[config.mk]
export PLATFORM = sky130hd
export DESIGN_NAME = ecc_point_validator
export DESIGN_NICKNAME = d
export VERILOG_FILES = /design/src/rtl/ecc_point_validator.sv
export SDC_FILE = /design/constraint.sdc
export NUM_CORES = 2
export LEC_CHECK = 0
export CORE_UTILIZATION = 40
export DETAILED_ROUTE_END_ITERATION = 8
export PLACE_DENSITY = 0.59
export SYNTH_ARGS = -nofsm -noshare
export SYNTH_HDL_FRONTEND = slang
export SYNTH_SLANG_ARGS = --single-unit
[constraint.sdc]
create_clock -name clk -period 38.9 [get_ports clk]
set_clock_uncertainty 0.15 [all_clocks]
set_input_delay 7.78 -clock clk [delete_from_list [all_inputs] [get_ports clk]]
set_output_delay 7.78 -clock clk [all_outputs]
set_load 0.02 [all_outputs]
[src/rtl/ecc_point_validator.sv]
// Checks that an affine point (xq, yq) lies on y^2 + xy = x^3 + ax^2 + b over GF(2^M).
// A single MSB-first bit-serial multiplier is time-shared across three products.
module ecc_point_validator #(
    parameter int           M        = 163,
    parameter logic [M-1:0] POLY_LOW = 163'hC9
) (
    input  logic         clk,
    input  logic         rst,
    input  logic         start,
    input  logic [M-1:0] a,
    input  logic [M-1:0] b,
    input  logic [M-1:0] xq,
    input  logic [M-1:0] yq,
    output logic         busy,
    output logic         done,
    output logic         valid,
    output logic         is_inf
);

    typedef enum logic [2:0] {IDLE, MUL1, MUL2, MUL3, CMP, DONE} state_t;

    state_t       state_q, state_d;
    logic [7:0]   cnt_q, cnt_d;
    logic [M-1:0] acc_q, acc_d;
    logic [M-1:0] a_q, a_d, b_q, b_d, x_q, x_d, y_q, y_d;
    logic [M-1:0] l_q, l_d, t_q, t_d;
    logic         valid_q, valid_d, inf_q, inf_d;

    logic [M-1:0] mul_a, mul_b, acc_shift, prod;
    logic [7:0]   bit_idx;
    logic         mul_bit, last_bit, zero_pt;

    // Operand routing for the shared multiplier: mul_a is scanned MSB-first.
    always_comb begin
        mul_a = '0;
        mul_b = '0;
        case (state_q)
            MUL1: begin mul_a = y_q; mul_b = y_q ^ x_q; end
            MUL2: begin mul_a = x_q; mul_b = x_q;       end
            MUL3: begin mul_a = t_q; mul_b = x_q ^ a_q; end
            default: ;
        endcase
        bit_idx   = 8'(M - 1) - cnt_q;
        mul_bit   = mul_a[bit_idx];
        acc_shift = {acc_q[M-2:0], 1'b0} ^ (acc_q[M-1] ? POLY_LOW : '0);
        prod      = acc_shift ^ (mul_bit ? mul_b : '0);
        last_bit  = (cnt_q == 8'(M - 1));
        zero_pt   = (x_q == '0) && (y_q == '0);
    end

    always_comb begin
        state_d = state_q;
        cnt_d   = cnt_q;
        acc_d   = acc_q;
        a_d     = a_q;
        b_d     = b_q;
        x_d     = x_q;
        y_d     = y_q;
        l_d     = l_q;
        t_d     = t_q;
        valid_d = valid_q;
        inf_d   = inf_q;
        case (state_q)
            IDLE: begin
                if (start) begin
                    a_d     = a;
                    b_d     = b;
                    x_d     = xq;
                    y_d     = yq;
                    acc_d   = '0;
                    cnt_d   = '0;
                    valid_d = 1'b0;
                    inf_d   = 1'b0;
                    // The point at infinity skips the multiplier and resolves in the compare slot.
                    state_d = (xq == '0 && yq == '0) ? CMP : MUL1;
                end
            end
            MUL1, MUL2, MUL3: begin
                acc_d = prod;
                cnt_d = cnt_q + 8'd1;
                if (last_bit) begin
                    cnt_d = '0;
                    if (state_q == MUL1) begin
                        l_d     = prod;
                        acc_d   = '0;
                        state_d = MUL2;
                    end else if (state_q == MUL2) begin
                        t_d     = prod;
                        acc_d   = '0;
                        state_d = MUL3;
                    end else begin
                        state_d = CMP;
                    end
                end
            end
            CMP: begin
                if (zero_pt) begin
                    valid_d = 1'b1;
                    inf_d   = 1'b1;
                end else begin
                    valid_d = (l_q == (acc_q ^ b_q));
                end
                state_d = DONE;
            end
            DONE:    state_d = IDLE;
            default: state_d = IDLE;
        endcase
    end

    always_ff @(posedge clk or posedge rst) begin
        if (rst) begin
            state_q <= IDLE;
            cnt_q   <= '0;
            acc_q   <= '0;
            a_q     <= '0;
            b_q     <= '0;
            x_q     <= '0;
            y_q     <= '0;
            l_q     <= '0;
            t_q     <= '0;
            valid_q <= 1'b0;
            inf_q   <= 1'b0;
        end else begin
            state_q <= state_d;
            cnt_q   <= cnt_d;
            acc_q   <= acc_d;
            a_q     <= a_d;
            b_q     <= b_d;
            x_q     <= x_d;
            y_q     <= y_d;
            l_q     <= l_d;
            t_q     <= t_d;
            valid_q <= valid_d;
            inf_q   <= inf_d;
        end
    end

    assign busy   = (state_q != IDLE) && (state_q != DONE);
    assign done   = (state_q == DONE);
    assign valid  = valid_q;
    assign is_inf = inf_q;

endmodule

-- Word-level counts from Yosys, hierarchy flattened
Index checks and enable logic that the tools add are counted.
- flip-flop bits (word level): 1154
- bits of input ports: 655
- word-level logic and storage cells: 75
- add/subtract/negate cells: 2
- order comparisons: 1
- equal/unequal tests: 11
- mux-type cells: 25
- bitwise gates (word level): 6
- reduce and logical (&&, ||, !) cells: 19
- operators with widths (operator ; count):
    case mux 163 bit (3 select lines) ; 2
    2-to-1 mux 163 bit ; 5
    zero test 163 bit ; 4
    XOR 163 bit ; 4
    case mux 163 bit (2 select lines) ; 1
    equality test 163 bit ; 1
    XOR 163 x 8 -> 163 bit ; 1
    2-to-1 mux 8 bit ; 3
    case mux 8 bit (2 select lines) ; 1
    2-to-1 mux 3 bit ; 5
    less-than comparator 8 x 9 -> 1 bit, second input constant ; 1
    case mux 3 bit (3 select lines) ; 1
    adder 8 x 1 -> 8 bit, second input constant ; 1
    binary-select mux 1 bit (select 8 bit) ; 1
    equality test 8 bit, second input constant ; 1
    AND reduction 2 bit ; 4
    subtractor 8 bit, first input constant ; 1
    equality test 3 x 2 -> 1 bit, second input constant ; 2
    equality test 3 bit, second input constant ; 2
    != test 2 bit, second input constant ; 3
    AND reduction 3 bit ; 2
    2-to-1 mux 1 bit ; 4
    case mux 1 bit (2 select lines) ; 2
    AND reduction 4 bit ; 1
    8 further kinds ; 11

-- Depth between registers and ports, before layout
- depth in word-level cells: 10
- depth in mapped cells: 18

-- Least setup slack after synthesis
Ideal clock, no wire load.
- path type: reg-to-output
- start: register state_q[0]
- end: output busy
- data arrival time: 2188 ps
- data required time: 30970 ps
- setup slack: 28782 ps
- stages on the path, launching flop included: 10
- cell sequence: dfrtp_1 -> buf_2 -> buf_2 -> buf_2 -> buf_2 -> buf_2 -> clkbuf_1 -> clkbuf_1 -> xnor2_1 -> nand2b_1
- word-level cells in the longest chain between the ends: 2
- elaborated cells between the ends (all ways): 3
- RTL lines (item ; line ; RTL):
    start, declared ; 22 ; state_t state_q, state_d;
    start signal, assigned ; 124 ; state_q <= state_d;
    != test 3 bit or nonzero test 3 bit (tied branches) ; 138 ; assign busy = (state_q != IDLE) && (state_q != DONE);
    logical AND 1 bit (*) ; 138 ;
    end, declared ; 14 ; output logic busy,
Mark *: on every way between the ends. The rest lies on a longest branch, timed or not.

==> impl_metrics.ini <==
[status]
status = finished, violations left
violations = DRC

[route]
drt-total-wl_um = 307800
wl_per_cell_um = 30.10
ant_nets = 0
drcViolationCount = 56
drtPass1Iterations = 9
drt_iter0_drc = 7349
viasPerCell = 6.346
vias = 64910

[synth]
ys_seq_elements = 1154
synth.avg_cell_area_um2 = 9.350
synth-main-ff-cell = dfrtp_1
yosysSeqAreaShare_pct = 40.55
yosys_warnings = 0
syn-cell-area_um2 = 71210
syn_inst = 7616
synth.distinct_cells = 57
synth_enable_flop_cells = 0
synthesis.nets = 8273
async_flop_share_pct = 100.0

[global_routing]
antenna_found_initial = 11
grt_max_degree = 209
use_met1_pct = 37.99
grt_pass1_wl_um = 434200
grtUsageMet3_pct = 5.932
overflow = 0
grt_most_used_layer = met2
grt_pass1_vias = 60740
grt_use_total_pct = 33.17
grt_use_met2_pct = 54.68

[placement]
dp_hpwl_um = 223600
gp_congestion = 0.9715
dp_slack_ns = 25.80
dpl.cell_count = 9983
port_buffers = 658
place_area_um2 = 78820

[die]
initial_core_util_pct = 40.34
die_w_um = 423.9
core_area_um2 = 176500
dieHeight_um = 423.9
ios = 659
dieArea_um2 = 179700
rows = 154

[timing]
finalCriticalPeriod_ns = 12.09
fin_hold_ws_ns = 0.3299
setup_viol = 0
hold_violations = 0
relSlewSlack_pct = 3.204
fmax_mhz = 82.70
setup_slack_ns = 26.81
setup_tns_ns = 0
tightestPinTransition_ns = 1.452
slew_viol_final = 0
rsz0062_at_grt = no
fin_crit_sh_pct = 31.09

[worst_setup_path]
cp.required_ns = 39.51
path_class = input pin to asynchronous set/reset pin
start_kind = input pin
cp-end-kind = asynchronous set/reset pin
worstSetupStartpoint = rst
crit_path_max_fanout = 160
crit_path_frequent_cell = buf_4
cpMaxStageDelayCell = buf_4
arrival_ns = 12.71
worstReg2RegStart = state_q[0]
cp_cell_sequence = clkdlybuf4s50_1 -> clkinvlp_4 -> buf_12 -> buf_4 -> buf_4 -> buf_4 -> buf_4
critPathMaxStageDelay_ns = 0.91

[clocking]
cts_resized = 0
insertion_delay_ns = 0.81
cts_tree = built
clkSlewWorstSetupHoldPaths_ns = 0.06
cts.path.max_buffers = 3
cts_made_buffers = 139
cts_sinks = 1154
ctsHtreeMaxLevel = 4
cts-root-buf = clkbuf_16
cts_setup_buffers = 0
hold_buffers = 0

[pwr]
p_leak_nw = 32.50
peakVddDrop_mv = 0.1244
p_per_area_nw_per_um2 = 91.94
total_power_mw = 7.677

[run]
maxCapViolations = 0

[final_layout]
nets = 8441
syn2layout_area_growth_pct = 17.26
fillCellCount = 16670
seq_area_um2 = 28890
layout-drive-gt1-share_pct = 14.54
multiInputGateArea_um2 = 39550
finalInstanceArea_um2 = 83500
finalNonFillerCells = 10230
final_util_pct = 47.31

[hold_path]
hold_start = t_q[13]
min_path_type = flop to flop
## routing by layer
| layer | wire [um] | up-vias | part of all wire (%) |
|---|---|---|---|
| li1 | - | 28400 | - |
| met1 | 109600 | 32290 | 36 |
| met2 | 146800 | 3305 | 48 |
| met3 | 22720 | 904 | 7.4 |
| met4 | 28690 | 8 | 9.3 |
| met5 | 52 | - | 0.017 |
## critical path: cells and delay by family
kind     cells  cell delay [ns]
buf+inv      7             4.53
## power breakdown
group	switching (mW)	leakage [nW]	internal, mW
logic	2.32	16.0	1.39
clock network	0.562	2.29	0.804
registers	0.930	14.2	1.67
total	3.81	32.5	3.87
## placed cells by master (no fill, tap or decap), types with 165 or more instances in the layout
cell / instances
a21oi_1: 177
a32oi_1: 165
and3_1: 208
clkdlybuf4s50_1: 658
dfrtp_1: 1151
mux2_2: 797
mux2i_1: 498
nand2_1: 1108
nand3_1: 533
nor2_1: 171
nor3_1: 532
nor4_1: 216
o211ai_1: 165
o21ai_0: 182
xnor2_1: 293
## synthesized netlist by cell type (7+ instances only)
master	n	share of area (%)
a21oi_1	177	1.2
a221oi_1	133	1.6
a22oi_1	18	0.19
a31oi_1	8	0.070
a32o_1	163	2.3
a32oi_1	165	2.0
and2_1	122	1.1
and3_1	209	1.8
buf_1	37	0.20
buf_2	122	0.86
clkbuf_1	568	3.0
dfrtp_1	1154	41
mux2_2	797	13
mux2i_1	498	7.0
mux4_2	7	0.22
nand2_1	1111	5.9
nand2b_1	19	0.17
nand3_1	533	3.7
nand4_1	65	0.57
nor2_1	171	0.90
nor3_1	533	3.7
nor4_1	218	1.9
o211ai_1	165	1.7
o21ai_0	182	1.3
o221ai_1	7	0.086
o22ai_1	19	0.17
o31ai_1	20	0.21
xnor2_1	295	3.6
xor2_1	44	0.54
## layout make-up
type,count,share of cell area [%]
Timing Repair Buffer,755,8.895
Inverter,6,0.03147
Multi-Input combinational cell,5728,47.37
Tap cell,2340,3.506
Clock inverter,45,0.7013
Antenna cell,2,0.005994
Clock buffer,198,4.894
Sequential cell,1154,34.60
## cells by family (layout without fill, tap and decap cells)
| group | after synthesis | in the layout | synth area share [%] |
|---|---|---|---|
| other | 0 | 2 | 0 |
| flip-flops | 1154 | 1154 | 40.55 |
| AND/OR/NAND/NOR | 3003 | 3003 | 20.04 |
| AO/OA/AOI/OAI | 1082 | 1082 | 11.29 |
| multiplexers | 1302 | 1302 | 19.83 |
| buffers and inverters | 734 | 1004 | 4.085 |
| XOR/XNOR | 339 | 339 | 4.170 |
| adder cells (fa/ha/maj) | 2 | 2 | 0.03514 |
## final timing paths
kind / to / slack, ns / cells past startpoint
max: y_q[123] / 26.81 / 7
min: t_q[13] / 0.33 / 2
max reg2reg: l_q[42] / 30.76 / 15
min reg2reg: t_q[13] / 0.33 / 2
max in group clk: done / 27.51 / 4
min in group asynchronous: b_q[32] / 7.47 / 3
## sequential cells by signal, indices dropped and copies added (netlist names), 3 cells and up
| register | flops |
|---|---|
| l_q | 163 |
| t_q | 163 |
| a_q | 163 |
| state_q | 3 |
| b_q | 163 |
| y_q | 163 |
| cnt_q | 8 |
| acc_q | 163 |
| x_q | 163 |
Power figures use the tool's default switching activity.
